==> config.mk <==
export PLATFORM = sky130hd
export DESIGN_NAME = capture_trigger_buffer
export DESIGN_NICKNAME = d
export VERILOG_FILES = /design/src/rtl/capture_pkg.sv /design/src/rtl/sample_ram.sv /design/src/rtl/capture_trigger_buffer.sv
export SDC_FILE = /design/constraint.sdc
export NUM_CORES = 2
export LEC_CHECK = 0
export BUFFER_PORTS_ARGS = -buffer_cell sky130_fd_sc_hd__buf_2
export CAP_MARGIN = 20
export CORE_MARGIN = 1.5
export CORE_UTILIZATION = 45
export DETAILED_ROUTE_END_ITERATION = 7
export SLEW_MARGIN = 0
export SYNTH_ARGS = -nofsm -noshare
export SYNTH_HDL_FRONTEND = slang
export SYNTH_SLANG_ARGS = --single-unit
==> constraint.sdc <==
create_clock -name clk -period 5.5 [get_ports clk]
set_clock_uncertainty 0.1 [all_clocks]
set_input_delay 0.275 -clock clk [delete_from_list [all_inputs] [get_ports clk]]
set_output_delay 0.275 -clock clk [all_outputs]
set_load 0.05 [all_outputs]
==> src/rtl/capture_pkg.sv <==
// Shared definitions for the capture/trigger buffer: FSM state encoding and
// trigger mode constants.
package capture_pkg;

    typedef enum logic [2:0] {
        IDLE      = 3'd0,
        PREFILL   = 3'd1,
        WAIT_TRIG = 3'd2,
        POSTFILL  = 3'd3,
        HOLD      = 3'd4
    } state_t;

    localparam logic [1:0] MODE_FREE = 2'b00;
    localparam logic [1:0] MODE_RISE = 2'b01;
    localparam logic [1:0] MODE_FALL = 2'b10;

endpackage

==> src/rtl/sample_ram.sv <==
// Simple dual-port frame RAM: synchronous write, registered synchronous read.
// The read register is reset so the block output is 0 out of reset.
module sample_ram #(
    parameter  int DEPTH = 256,
    parameter  int W     = 8,
    localparam int AW    = $clog2(DEPTH)
) (
    input  logic          clk,
    input  logic          rst_n,
    input  logic          i_we,
    input  logic [AW-1:0] i_waddr,
    input  logic [W-1:0]  i_wdata,
    input  logic          i_re,
    input  logic [AW-1:0] i_raddr,
    output logic [W-1:0]  o_rdata
);

    logic [W-1:0] r_mem [DEPTH];
    logic [W-1:0] r_rdata;

    // Write port: array has no reset, contents are don't-care after reset.
    always_ff @(posedge clk) begin
        if (i_we) begin
            r_mem[i_waddr] <= i_wdata;
        end
    end

    // Read port: one-cycle registered read, holds its value between reads.
    always_ff @(posedge clk or negedge rst_n) begin
        if (!rst_n) begin
            r_rdata <= '0;
        end else if (i_re) begin
            r_rdata <= r_mem[i_raddr];
        end
    end

    assign o_rdata = r_rdata;

endmodule

==> src/rtl/capture_trigger_buffer.sv <==
// Capture/trigger buffer: scales ADC samples to display width, decimates,
// and records one DEPTH-sample frame around an edge trigger into a circular
// RAM, then lets the VGA reader pop it oldest-first.
// Read handshake: rd_req pops one sample only while finished=1; the sample
// appears on data_out with data_valid=1 exactly one cycle later.
module capture_trigger_buffer
    import capture_pkg::*;
#(
    parameter  int ADC_W   = 14,
    parameter  int OUT_W   = 8,
    parameter  int DEPTH   = 256,
    parameter  int DECIM_W = 8,
    localparam int AW      = $clog2(DEPTH)
) (
    input  logic               clk,
    input  logic               reset,
    input  logic               sample_valid,
    input  logic [ADC_W-1:0]   data_in,
    input  logic               arm,
    input  logic [1:0]         mode,
    input  logic               single,
    input  logic [OUT_W-1:0]   trig_level,
    input  logic [AW-1:0]      pretrig,
    input  logic [DECIM_W-1:0] decim,
    input  logic               rd_req,
    output logic [OUT_W-1:0]   data_out,
    output logic               data_valid,
    output logic               finished,
    output logic               overrun,
    output state_t             dbg_state
);

    state_t             r_state;
    logic [1:0]         r_mode;
    logic               r_single;
    logic [OUT_W-1:0]   r_level;
    logic [AW-1:0]      r_pretrig;
    logic [DECIM_W-1:0] r_decim;
    logic [DECIM_W-1:0] r_dec_cnt;
    logic [AW-1:0]      r_wp;
    logic [AW-1:0]      r_rp;
    logic [AW-1:0]      r_taddr;
    logic [AW-1:0]      r_cnt;
    logic [AW-1:0]      r_rd_cnt;
    logic [OUT_W-1:0]   r_prev;
    logic               r_prev_ok;
    logic               r_finished;
    logic               r_overrun;
    logic               r_data_valid;

    logic [OUT_W-1:0]   w_s;
    logic               w_data_unused;
    logic               w_accept;
    logic               w_capturing;
    logic               w_we;
    logic               w_rd;
    logic               w_last_rd;
    logic               w_arm_go;
    logic               w_trig;
    logic [AW-1:0]      w_post;
    logic [OUT_W-1:0]   w_ram_q;

    // Truncating scale: keep the top OUT_W bits; the dropped LSBs are intentional.
    assign w_s           = data_in[ADC_W-1 -: OUT_W];
    assign w_data_unused = ^data_in;

    assign w_accept    = sample_valid && (r_dec_cnt == '0);
    assign w_capturing = (r_state == PREFILL) || (r_state == WAIT_TRIG) || (r_state == POSTFILL);
    assign w_we        = w_accept && w_capturing;
    assign w_rd        = rd_req && (r_state == HOLD);
    assign w_last_rd   = w_rd && (r_rd_cnt == AW'(DEPTH - 1));
    // Fresh arm from IDLE, or automatic re-arm when the last sample of a frame is read.
    assign w_arm_go    = ((r_state == IDLE) && arm) || (w_last_rd && !r_single);
    assign w_post      = AW'(DEPTH - 1) - r_pretrig;

    // Trigger condition on the current accepted sample; reserved mode behaves as free-run.
    always_comb begin
        w_trig = 1'b0;
        unique case (r_mode)
            MODE_RISE: w_trig = r_prev_ok && (r_prev < r_level) && (w_s >= r_level);
            MODE_FALL: w_trig = r_prev_ok && (r_prev >= r_level) && (w_s < r_level);
            default:   w_trig = 1'b1;
        endcase
    end

    // Decimation counter: runs on every valid sample, cleared by an explicit arm.
    always_ff @(posedge clk or negedge reset) begin
        if (!reset) begin
            r_dec_cnt <= '0;
        end else if ((r_state == IDLE) && arm) begin
            r_dec_cnt <= '0;
        end else if (sample_valid) begin
            r_dec_cnt <= (r_dec_cnt == '0) ? r_decim : r_dec_cnt - 1'b1;
        end
    end

    // Circular write pointer advances on every sample written to the RAM.
    always_ff @(posedge clk or negedge reset) begin
        if (!reset) begin
            r_wp <= '0;
        end else if (w_we) begin
            r_wp <= r_wp + 1'b1;
        end
    end

    // Capture FSM with config latch, trigger history, readout pointer and flags.
    always_ff @(posedge clk or negedge reset) begin
        if (!reset) begin
            r_state      <= IDLE;
            r_mode       <= MODE_FREE;
            r_single     <= 1'b0;
            r_level      <= '0;
            r_pretrig    <= '0;
            r_decim      <= '0;
            r_rp         <= '0;
            r_taddr      <= '0;
            r_cnt        <= '0;
            r_rd_cnt     <= '0;
            r_prev       <= '0;
            r_prev_ok    <= 1'b0;
            r_finished   <= 1'b0;
            r_overrun    <= 1'b0;
            r_data_valid <= 1'b0;
        end else begin
            r_data_valid <= w_rd;
            if (w_rd) begin
                r_rp     <= r_rp + 1'b1;
                r_rd_cnt <= r_rd_cnt + 1'b1;
            end
            if (w_accept && (r_state == HOLD)) begin
                r_overrun <= 1'b1;
            end
            if (w_accept && ((r_state == PREFILL) || (r_state == WAIT_TRIG))) begin
                r_prev    <= w_s;
                r_prev_ok <= 1'b1;
            end

            if (w_arm_go) begin
                r_mode     <= mode;
                r_single   <= single;
                r_level    <= trig_level;
                r_pretrig  <= pretrig;
                r_decim    <= decim;
                r_overrun  <= 1'b0;
                r_prev_ok  <= 1'b0;
                r_cnt      <= '0;
                r_rd_cnt   <= '0;
                r_finished <= 1'b0;
                r_state    <= (pretrig == '0) ? WAIT_TRIG : PREFILL;
            end else begin
                case (r_state)
                    IDLE: begin
                        r_prev_ok <= 1'b0;
                    end
                    PREFILL: begin
                        if (w_accept) begin
                            if (r_cnt == r_pretrig - 1'b1) begin
                                r_cnt   <= '0;
                                r_state <= WAIT_TRIG;
                            end else begin
                                r_cnt <= r_cnt + 1'b1;
                            end
                        end
                    end
                    WAIT_TRIG: begin
                        if (w_accept && w_trig) begin
                            r_taddr <= r_wp;
                            r_cnt   <= '0;
                            if (w_post == '0) begin
                                r_rp       <= r_wp - r_pretrig;
                                r_rd_cnt   <= '0;
                                r_finished <= 1'b1;
                                r_state    <= HOLD;
                            end else begin
                                r_state <= POSTFILL;
                            end
                        end
                    end
                    POSTFILL: begin
                        if (w_accept) begin
                            if (r_cnt == w_post - 1'b1) begin
                                r_rp       <= r_taddr - r_pretrig;
                                r_rd_cnt   <= '0;
                                r_finished <= 1'b1;
                                r_state    <= HOLD;
                            end else begin
                                r_cnt <= r_cnt + 1'b1;
                            end
                        end
                    end
                    HOLD: begin
                        if (w_last_rd) begin
                            r_finished <= 1'b0;
                            r_state    <= IDLE;
                        end
                    end
                    default: begin
                        r_state <= IDLE;
                    end
                endcase
            end
        end
    end

    sample_ram #(
        .DEPTH (DEPTH),
        .W     (OUT_W)
    ) u_ram (
        .clk     (clk),
        .rst_n   (reset),
        .i_we    (w_we),
        .i_waddr (r_wp),
        .i_wdata (w_s),
        .i_re    (w_rd),
        .i_raddr (r_rp),
        .o_rdata (w_ram_q)
    );

    assign data_out   = w_ram_q;
    assign data_valid = r_data_valid;
    assign finished   = r_finished;
    assign overrun    = r_overrun;
    assign dbg_state  = r_state;

endmodule

==> run_results.csv <==
group,metric,value,unit
run_status,status,"finished with violations",
run_status,failed_checks,"DRC",
global_route,grt_pass1_wl,328000,um
place,dpl_cell_area,90400,sq um
clocking,clk_pin_slew,60,ps
synthesis,synth_seq_cells,2146,
place,place_congestion,0.847,
critical_path,critical_path_buf_inv_count,1,
power_and_ir_drop,power,34.2,mW
clocking,htreeDepth,4,
final_layout,drive_gt1_share,26.4,%
sta,rsz0062_at_grt,"false",
final_layout,syn_to_final_growth,14.9,%
sta,max_freq,0.204,GHz
global_route,grt_pass1_vias,44500,
sta,fin_tns_setup,0,ps
floorplan,boundaryPins,60,
clocking,insertion_delay,850,ps
critical_path,cp_slowest_cell,"nor3b_1",
clocking,cts_tree,"done",
critical_path,required,5870,ps
critical_path,cp-endpoint,"u_ram.r_mem[131][6]",
clocking,root_buffer,"clkbuf_16",
synthesis,syn_nets,4346,
power_and_ir_drop,p_sw,7.58,mW
global_route,grt_util_met2,37.4,%
sta,finalSetupViolCount,0,
routing,drt_iter0_drc,5375,
floorplan,die_w,438,um
critical_path,cp-end-kind,"flop",
place,portBuffers,53,
final_layout,final_area,97800,sq um
synthesis,synth_cells,4256,
global_route,grt.total_usage,24.0,%
power_and_ir_drop,seq_power_share,53.2,%
global_route,antenna_found_initial,12,
final_layout,mostFrequentLayoutCells,"edfxtp_1 (2,048), mux4_2 (505), buf_4 (341)",
final_layout,fin_util,52.1,%
synthesis,async_flop_share,4.57,%
floorplan,fp.dieH,438,um
global_route,use_met3,4.31,%
flow_run,cap_violations,0,
synthesis,avgSynthCellArea,20.0,sq um
power_and_ir_drop,p_comb_share,4.9,%
clocking,clock_sinks,2146,
critical_path,r2r_cells,7,
synthesis,yosys_most_used_dff,"edfxtp_1",
routing,via_per_inst,6.03,
floorplan,row_count,159,
sta,timing.hold.ws,96.0,ps
clocking,post-cts-setup-buffers,0,
sta,worstMarginPinSlew,1180,ps
critical_path,startpoint,"r_dec_cnt[2]",
critical_path,critPathMaxFanout,12,
final_layout,nets,4772,
global_route,grt_overflow,0,
global_route,busiest_layer,"met2",
synthesis,netlist_area,85100,sq um
routing,drc,12,
routing,wirelength,229000,um
synthesis,yosysWarnings,0,
critical_path,cp-start-kind,"flop",
floorplan,fp.dieArea,192000,sq um
power_and_ir_drop,swShare,22.1,%
power_and_ir_drop,p_int,26.6,mW
floorplan,start_util,45.3,%
critical_path,ff2ff_setup_slack,600,ps
clocking,clockBufferDepth,3,
power_and_ir_drop,vdd_drop_max,0.000275,V
sta,slew_headroom,21.5,%
critical_path,cp.arrival,5270,ps
place,dp_hpwl,145000,um
routing,vias,44400,
min_path,min_path_type,"in -> reg",
routing,dr.pass1.iters,7,
sta,finalHoldViolCount,0,
critical_path,r2r_start,"r_dec_cnt[2]",
critical_path,critical_path_depth,7,
routing,ant_nets,0,
synthesis,synth_cell_types,80,
global_route,grt_max_degree,128,
sta,layout_setup_ws,600,ps
place,place_inst,6919,
global_route,grt_use_met1,35.0,%
final_layout,final_common_cell,"edfxtp_1",
synthesis,synth_edf_count,2048,
synthesis,ys_seq_area_share,75.2,%
critical_path,crit_type,"reg -> reg",
clocking,post_cts_resized,0,
clocking,cts_buffers,213,
place,dp_worst_setup_slack,614,ps
routing,wl_per_cell,31.1,um
sta,slew_violations,0,
sta,fin_crit_sh,89.1,%
critical_path,slowest_delay,700,ps
power_and_ir_drop,clkPwrFrac,41.9,%
floorplan,coreArea,188000,sq um
power_and_ir_drop,p_leak,31.1,nW
sta,fin_crit,4900,ps
critical_path,crit_chain,"nor4_1 -> nand4b_1 -> nor3_2 -> nor3b_1 -> nand2_2 -> buf_4 -> nor2_1",
critical_path,critical-path-top-delay-family,"simple AND/OR/NAND/NOR gates",
critical_path,r2r-end,"u_ram.r_mem[131][6]",
final_layout,stdcell_count,7371,
power_and_ir_drop,powerDensity,350,nW/um^2
registers in the layout, summed over array words and instances (netlist names):
name and flops:
r_level 8, u_ram.o_rdata 8, r_dec_cnt 8, r_rd_cnt 8, r_decim 8, u_ram.r_mem 2048, r_prev 8, r_pretrig 8
overrun 1, r_cnt 8, r_wp 8, dbg_state 3, data_valid 1, r_mode 2, finished 1, r_single 1
r_prev_ok 1, r_rp 8, r_taddr 8
worst min-delay path by stage:
stage | from | endpoint | slack, ps | depth (start not counted)
after floorplan | reset | data_valid | -120 | 0
after global placement | reset | r_decim[5] | 320 | 1
after detailed placement | reset | r_dec_cnt[3] | 320 | 1
after CTS | trig_level[1] | r_level[1] | 50 | 4
after global routing | trig_level[1] | r_level[1] | 90 | 4
final | trig_level[5] | r_level[5] | 100 | 4
cell type report:
type / count / area, sq um
Inverter: 38 / 143
Sequential cell: 2146 / 64000
Multi-Input combinational cell: 1831 / 19900
Tap cell: 2495 / 3120
Clock inverter: 128 / 1330
Fill cell: 14900 / 90000
Antenna cell: 6 / 15.0
Clock buffer: 275 / 5580
Timing Repair Buffer: 452 / 3660
worst min-delay path: stages:
cell and delay, ps:
dlygate4sd3_1 520, buf_2 100, nand2_1 40, o21ai_0 60
what timing repair did:
action | in CTS | in global routing
endpoints found under the hold margin | 316 | 0
endpoints found under the setup margin | 0 | 0
hold buffers | 43 | 0
synth_stat cells (all sizes together), types with 23 or more instances:
| library cell | instances | area (sq um) |
|---|---|---|
| edfxtp | 2048 | 61500 |
| inv | 38 | 143 |
| mux2i | 155 | 1550 |
| nor3 | 29 | 150 |
| nand3 | 37 | 185 |
| dfrtp | 98 | 2450 |
| o21ai | 79 | 395 |
| nor2 | 334 | 1250 |
| a22oi | 55 | 413 |
| mux4 | 505 | 11400 |
| clkbuf | 133 | 499 |
| nand2 | 160 | 601 |
| buf | 108 | 616 |
| a221oi | 23 | 201 |
| xnor2 | 30 | 270 |
| a21oi | 63 | 315 |
| o22ai | 30 | 188 |
| mux2 | 30 | 338 |
| ha | 42 | 526 |
power by group through the flow:
stage               sequential [mW]  combinational, mW  clock [mW]
CTS                            18.2               1.67        14.5
global route                   18.2               1.85        15.2
finish                         18.2               1.67        14.3
floorplan                      18.5              0.945           0
detailed placement             18.6               1.63           0
global placement               18.6               1.60           0
cell families (layout without fill, tap and decap cells):
family,Yosys count,count (layout),share of synthesized area [%]
other,0,6,0
AND/OR/NAND/NOR,655,655,3.34
XOR/XNOR,47,47,0.493
AO/OA/AOI/OAI,395,395,3.26
flip-flops,2146,2146,75.2
buffers and inverters,279,893,1.48
multiplexers,690,690,15.6
adder cells (fa/ha/maj),44,44,0.665
metal layers:
| layer | part of all wire [%] | wire length, um |
|---|---|---|
| met3 | 8.3 | 18900 |
| met5 | 0.031 | 71 |
| met2 | 47 | 108000 |
| met4 | 2.7 | 6190 |
| met1 | 42 | 95600 |
Note: power is estimated with default switching activity, not from simulation.
